## src/rtl/mem_port_arbiter.sv

```systemverilog
// Arbitrates one single-ported synchronous memory between the CPU fetch and data ports.
// Data wins by default; a streak counter forces a fetch grant after STARVE_LIMIT data grants.
module mem_port_arbiter #(
    parameter int unsigned AW           = 32,
    parameter int unsigned DW           = 32,
    parameter int unsigned STARVE_LIMIT = 4,
    parameter int unsigned CNT_W        = 3
) (
    input  logic          clk,
    input  logic          RST,
    input  logic          IEN,
    input  logic [AW-1:0] IADDR,
    output logic [DW-1:0] INSTR_IN,
    output logic          I_ACK,
    input  logic          DEN,
    input  logic          DWR,
    input  logic [AW-1:0] DADDR,
    input  logic [DW-1:0] DATA_OUT,
    output logic [DW-1:0] DATA_IN,
    output logic          D_ACK,
    output logic          MEN,
    output logic          MWR,
    output logic [AW-1:0] MADDR,
    output logic [DW-1:0] MWDATA,
    input  logic [DW-1:0] MRDATA
);

    typedef enum logic [2:0] {StIdle, StGntI, StGntD, StRespI, StRespD} state_e;

    localparam logic [CNT_W-1:0] StarveLimit = CNT_W'(STARVE_LIMIT);

    state_e           state_q, state_d;
    logic [CNT_W-1:0] d_streak_q, d_streak_d;
    logic             men_q, men_d;
    logic             mwr_q, mwr_d;
    logic [AW-1:0]    maddr_q, maddr_d;
    logic [DW-1:0]    mwdata_q, mwdata_d;
    logic [DW-1:0]    instr_q, instr_d;
    logic [DW-1:0]    data_q, data_d;
    logic             i_ack_q, i_ack_d;
    logic             d_ack_q, d_ack_d;
    logic             take_d, take_i;

    always_comb begin
        state_d    = state_q;
        d_streak_d = d_streak_q;
        men_d      = 1'b0;
        mwr_d      = 1'b0;
        maddr_d    = '0;
        mwdata_d   = '0;
        instr_d    = instr_q;
        data_d     = data_q;
        i_ack_d    = 1'b0;
        d_ack_d    = 1'b0;
        take_d     = 1'b0;
        take_i     = 1'b0;

        unique case (state_q)
            StIdle: begin
                // Fetch overrides data only once the streak has hit the limit.
                take_d = DEN && !(IEN && (d_streak_q == StarveLimit));
                take_i = IEN && !take_d;
                if (take_d) begin
                    state_d  = StGntD;
                    men_d    = 1'b1;
                    mwr_d    = DWR;
                    maddr_d  = DADDR;
                    mwdata_d = DWR ? DATA_OUT : '0;
                    if (!IEN) begin
                        d_streak_d = '0;
                    end else if (d_streak_q != StarveLimit) begin
                        d_streak_d = d_streak_q + CNT_W'(1);
                    end
                end else if (take_i) begin
                    state_d    = StGntI;
                    men_d      = 1'b1;
                    maddr_d    = IADDR;
                    d_streak_d = '0;
                end
            end
            StGntI: state_d = StRespI;
            StGntD: begin
                // Writes complete with the grant itself; no read data to wait for.
                if (mwr_q) begin
                    d_ack_d = 1'b1;
                    state_d = StIdle;
                end else begin
                    state_d = StRespD;
                end
            end
            StRespI: begin
                instr_d = MRDATA;
                i_ack_d = 1'b1;
                state_d = StIdle;
            end
            StRespD: begin
                data_d  = MRDATA;
                d_ack_d = 1'b1;
                state_d = StIdle;
            end
            default: state_d = StIdle;
        endcase
    end

    always_ff @(posedge clk or negedge RST) begin
        if (!RST) begin
            state_q    <= StIdle;
            d_streak_q <= '0;
            men_q      <= 1'b0;
            mwr_q      <= 1'b0;
            maddr_q    <= '0;
            mwdata_q   <= '0;
            instr_q    <= '0;
            data_q     <= '0;
            i_ack_q    <= 1'b0;
            d_ack_q    <= 1'b0;
        end else begin
            state_q    <= state_d;
            d_streak_q <= d_streak_d;
            men_q      <= men_d;
            mwr_q      <= mwr_d;
            maddr_q    <= maddr_d;
            mwdata_q   <= mwdata_d;
            instr_q    <= instr_d;
            data_q     <= data_d;
            i_ack_q    <= i_ack_d;
            d_ack_q    <= d_ack_d;
        end
    end

    assign MEN      = men_q;
    assign MWR      = mwr_q;
    assign MADDR    = maddr_q;
    assign MWDATA   = mwdata_q;
    assign INSTR_IN = instr_q;
    assign DATA_IN  = data_q;
    assign I_ACK    = i_ack_q;
    assign D_ACK    = d_ack_q;

endmodule

```

## config.mk

```make
export PLATFORM = sky130hd
export DESIGN_NAME = mem_port_arbiter
export DESIGN_NICKNAME = d
export VERILOG_FILES = /design/src/rtl/mem_port_arbiter.sv
export SDC_FILE = /design/constraint.sdc
export NUM_CORES = 1
export LEC_CHECK = 0
export CORE_ASPECT_RATIO = 1.75
export CORE_UTILIZATION = 41
export CTS_BUF_LIST = sky130_fd_sc_hd__clkbuf_2
export DETAILED_ROUTE_END_ITERATION = 16
export PLACE_DENSITY = 0.87
export SLEW_MARGIN = 15
export SYNTH_ARGS = -nofsm -noshare
export SYNTH_HDL_FRONTEND = slang
export SYNTH_SLANG_ARGS = --single-unit
export TNS_END_PERCENT = 100
```

## constraint.sdc

```tcl
create_clock -name clk -period 2.15 [get_ports clk]
set_input_delay 0.215 -clock clk [delete_from_list [all_inputs] [get_ports clk]]
set_output_delay 0.215 -clock clk [all_outputs]
set_load 0.02 [all_outputs]
```

Yosys cells after proc, flatten, opt, wreduce, memory -nomap -nowiden
Cells that the tools add are included.
{"block": "totals", "ff_bits": 138, "in_bits": 133, "output_inout_bits": 132}
{"block": "op_classes", "eq_ne": 8, "mux": 22, "addsub": 1, "reduce_logical": 8}
{"operator": "two-way mux 32 bit", "n": 6}
{"operator": "two-way mux 3 bit", "n": 7}
{"operator": "case mux 3 bit (3 select lines)", "n": 1}
{"operator": "two-way mux 1 bit", "n": 7}
{"operator": "== test 3 x 2 -> 1 bit, second input constant", "n": 2}
{"operator": "== test 3 bit, second input constant", "n": 2}
{"operator": "inequality test 3 bit, second input constant", "n": 2}
{"operator": "adder 3 x 1 -> 3 bit, second input constant", "n": 1}
{"operator": "== test 3 x 1 -> 1 bit, second input constant", "n": 1}
{"operator": "logical AND 1 bit", "n": 3}
{"operator": "logical NOT 3 bit", "n": 1}
{"operator": "inequality test 3 x 2 -> 1 bit, second input constant", "n": 1}
{"operator": "AND reduction 3 bit", "n": 1}
{"operator": "logical NOT 1 bit", "n": 2}
{"operator": "case mux 1 bit (2 select lines)", "n": 1}
{"operator": "nonzero test 2 bit", "n": 1}

Logic depth before layout (Yosys ltp)
{"block": "logic_depth", "depth_word": 9, "depth_mapped": 7, "ltp_nobuf": 5}

Least setup slack after synthesis
OpenSTA, ideal clock, no wires.
{"block": "synth_timing", "path_type": "flip-flop to flip-flop", "startpoint": "reg d_streak_q[0]", "endpoint": "reg mwdata_q[0], in the netlist MWDATA[0]", "setup_ns": 0.119, "stages_incl_launch_ff": 7, "arrival_time_ns": 1.438, "setup_slack_ns": 0.593, "synth_period_minus_slack_ns": 1.557, "required_ns": 2.031, "cell_sequence": "dfrtp_1 inv_1 ha_1 nand3_2 and4_1 buf_2 and2_1"}
{"block": "synth_between", "elab_chain_cells": 6}
{"element": "from (decl)", "line_no": "33", "text": "logic [CNT_W-1:0] d_streak_q, d_streak_d;"}
{"element": "from (signal assigned)", "line_no": "119", "text": "d_streak_q <= d_streak_d;"}
{"element": "== test 3 bit", "line_no": "61", "text": "take_d = DEN && !(IEN && (d_streak_q == StarveLimit));"}
{"element": "logical AND 1 bit", "line_no": "61"}
{"element": "logical NOT 1 bit", "line_no": "61"}
{"element": "logical AND 1 bit", "line_no": "61"}
{"element": "two-way mux 32 bit", "line_no": "63", "text": "if (take_d) begin"}
{"element": "two-way mux 32 bit", "line_no": "58", "text": "unique case (state_q)"}
{"element": "named net mwdata_d[0]", "line_no": "37", "text": "logic [DW-1:0] mwdata_q, mwdata_d;"}
{"element": "to (signal assigned)", "line_no": "123", "text": "mwdata_q <= mwdata_d;"}
{"element": "to (decl)", "line_no": "37"}
The timed path passes the listed nets, and every way through them passes these cells.
A chain may end at the register's enable or synchronous reset.

Worst setup path in the final report
{"block": "layout_timing", "startpoint": "reg d_streak_q[0]", "endpoint": "reg maddr_q[21], in the netlist MADDR[21]"}
{"block": "layout_between", "elab_chain_cells": 9}
{"element": "== test 3 bit *", "line_no": "61"}
{"element": "logical AND 1 bit *", "line_no": "61"}
{"element": "logical NOT 1 bit *", "line_no": "61"}
{"element": "logical AND 1 bit *", "line_no": "61"}
{"element": "logical NOT 1 bit", "line_no": "62", "text": "take_i = IEN && !take_d;"}
{"element": "logical AND 1 bit", "line_no": "62"}
{"element": "two-way mux 32 bit", "line_no": "74", "text": "end else if (take_i) begin"}
{"element": "two-way mux 32 bit *", "line_no": "63"}
{"element": "two-way mux 32 bit *", "line_no": "58"}
{"element": "named net maddr_d[21]", "line_no": "36", "text": "logic [AW-1:0] maddr_q, maddr_d;"}
{"element": "to (signal assigned)", "line_no": "122", "text": "maddr_q <= maddr_d;"}
{"element": "to (decl)", "line_no": "36"}
Mark *: on every way through the listed nets, which the timed path passes. The rest lies on a longest branch.

==> impl_metrics.yaml <==
run_status:
  status: "finished clean"
power_and_ir_drop:
  p_leak_nw: 3.636
  p_total_w: 0.01053
  ir_drop_v: 0.0007409
  pwr_density_cell_nw_per_um2: 1234
placement:
  placed_area_um2: 8050
  dp.final_hpwl_um: 11150
  port_buffers: 264
  place.gp.congestion: 0.8100
worst_setup_path:
  crit_path_end_kind: "flip-flop"
  worstSetupStartpointType: "flip-flop"
  critPathBufInv: 1
  rr_worst_depth: 5
  critPathTopFamily: "compound AO/OA/AOI/OAI gates"
  crit_required_ns: 2.73
  r2r_start: "d_streak_q[0]"
  worstPathArrival_ns: 2.51
  critPathKind: "flip-flop to flip-flop"
  crit_path_top_delay_cell: "a21bo_2"
  max_stage_delay_ns: 0.64
  rrSetupSlack_ns: 0.22
  crit_fanout: 33
  r2r-end: "MADDR[21]"
  worstPathCellList: "inv_1 > ha_1 > a21bo_2 > nand3_1 > a21oi_1"
cells_and_area:
  syn2layout_area_growth_pct: 62.88
  drive_above_1_share_pct: 16.33
  fin_util_pct: 68.67
  final_nets: 808
  final_area_um2: 8537
global_route:
  grt_pass1_vias: 4508
  grt_max_degree: 61
  grt_first_pass_wirelength_um: 22870
  grtUsageTotal_pct: 23.49
  grt_overflow: 0
  grt_antenna_before_repair: 1
drt:
  drt.antenna.violating_nets: 0
  drt_iter0_markers: 173
  drc: 0
  dr.pass1.iters: 4
  wl_per_cell_um: 18.16
  wirelength_um: 15530
  via_count: 4249
  avgViaCountPerCell: 4.970
min_path:
  holdPathEnd: "MWDATA[21]"
  hold_class: "input pin to flip-flop"
  hp-start: "DATA_OUT[21]"
  holdPathStages: 2
timing:
  grt_setup_unrepaired: "no"
  drv_slew: 0
  min_period_ns: 1.928
  slew_headroom_pct: 53.35
  clock.fmax_mhz: 518.8
  final-hold-violation-count: 0
  timing.final.crit_share_pct: 89.66
  setup_tns_ns: 0
  skew_ns: 0.03970
  tightest_slew_ns: 0.6998
  finalSetupViolations: 0
synth:
  syn-instance-count: 391
  ys_seq_area_share_pct: 65.89
  synth_area_um2: 5241
  yosysWarnings: 0
  syn_avg_cell_area_um2: 13.40
  async_flop_share_pct: 100.0
  yosysUniqueCellTypes: 31
  synthFlopType: "dfrtp_1"
  ys_seq_elements: 138
  syn_nets: 526
  synth_edf_count: 0
floorplanning:
  die_height_um: 151.6
  rows: 54
  fp.dieArea_um2: 13260
  die_x_um: 87.47
  pin_count: 265
  coreArea_um2: 12430
  start_util_pct: 42.16
cts:
  clk_pin_slew_ns: 0.22
  cts_tree: "yes"
  cts-root-buf: "clkbuf_2"
  cts.sinks: 138
  clock_latency_ns: 0.66
  clockBufferDepth: 2
  htreeDepth: 4
  cts_buffers: 17
run:
  cap_viol_max_count: 0
cell usage in the layout (no fill, tap or decap), types with 5 or more instances in the layout:
cell type	synthesis	routed
buf_4	3	5
and2_1	32	32
inv_1	5	5
nand3_1	64	64
clkbuf_2	2	19
dfrtp_1	138	138
a21oi_1	35	35
clkdlybuf4s50_1	0	263
mux2_2	65	65
dlygate4sd3_1	0	20
worst max path at each step:
| stage | startpoint | to | slack, ns | cells past startpoint |
|---|---|---|---|---|
| floorplan | d_streak_q[0] | MWDATA[0] | 0.59 | 6 |
| global placement | DEN | MWDATA[26] | 0.18 | 3 |
| detailed placement | d_streak_q[0] | MWDATA[2] | 0.11 | 5 |
| CTS | d_streak_q[0] | MWDATA[28] | 0.09 | 5 |
| global route | MWR | MWR | 0.04 | 1 |
| finish | d_streak_q[0] | MADDR[21] | 0.22 | 5 |
cell usage after synthesis, types with 2 or more instances:
library cell,count,area (um^2)
nand3_1,64,320.3
ha_1,2,25.02
buf_1,3,11.26
clkbuf_1,9,33.78
clkbuf_2,2,10.01
inv_1,5,18.77
nor3_1,2,10.01
and2_1,32,200.2
nand2_1,2,7.510
a21oi_1,35,175.2
buf_2,12,60.06
mux2_2,65,732.0
dfrtp_1,138,3453
buf_4,3,22.52
cell families (layout without fill, tap and decap cells):
group	count (synthesis)	in the layout	share of synthesized area (%)
other cells	0	1	0
compound gates	42	42	4.775
buf+inv	35	330	3.199
fa+ha+maj	2	2	0.4774
flops	138	138	65.89
mux	65	65	13.97
simple gates	109	109	11.70
stage by stage:
stage / worst slack (ns) / cells / hold slack, ns
finish: 0.2224 / 855 / 0.07879
global route: 0.03870 / 855 / -0.004846
CTS: 0.08750 / 841 / 0.0001103
detailed placement: 0.1079 / 801 / 0.1680
global placement: 0.1773 / 801 / 0.1585
floorplan: 0.5932 / 391 / -0.08059
final cells by class:
class | instances | area [um^2]
Multi-Input combinational cell | 218 | 1628
Clock buffer | 19 | 95.09
Fill cell | 935 | 3895
Antenna cell | 1 | 2.502
Sequential cell | 138 | 3453
Timing Repair Buffer | 293 | 2962
Tap cell | 168 | 210.2
Clock inverter | 13 | 167.7
Inverter | 5 | 18.77
power by group:
part	internal, W	total, W	leakage (nW)	switching, W
Sequential	0.00351	0.00399	1.75	0.000480
Clock	0.000668	0.00164	0.146	0.000968
Combinational	0.00254	0.00491	1.74	0.00237
Total	0.00671	0.0105	3.64	0.00382
repair_timing:
item,4_1_cts,5_1_grt
hold endpoints to repair,143,13
gates resized for setup,0,1
hold buffers,8,13
buffers inserted,0,0
endpoints found under the setup margin,0,32
layer usage:
metal	vias up	global-route usage, %	part of all wire, %
met1	2047	24.12	33
met4	0	15.16	5.2
met5	-	0	0
met3	53	7.476	7.1
li1	1926	-	-
met2	223	40.55	54
registers in the layout, indices dropped and copies added, names as in the netlist:
register	cells
DATA_IN	32
D_ACK	1
INSTR_IN	32
I_ACK	1
MADDR	32
MEN	1
MWDATA	32
MWR	1
d_streak_q	3
state_q	3
No activity file was read; power rests on OpenSTA's default activity.
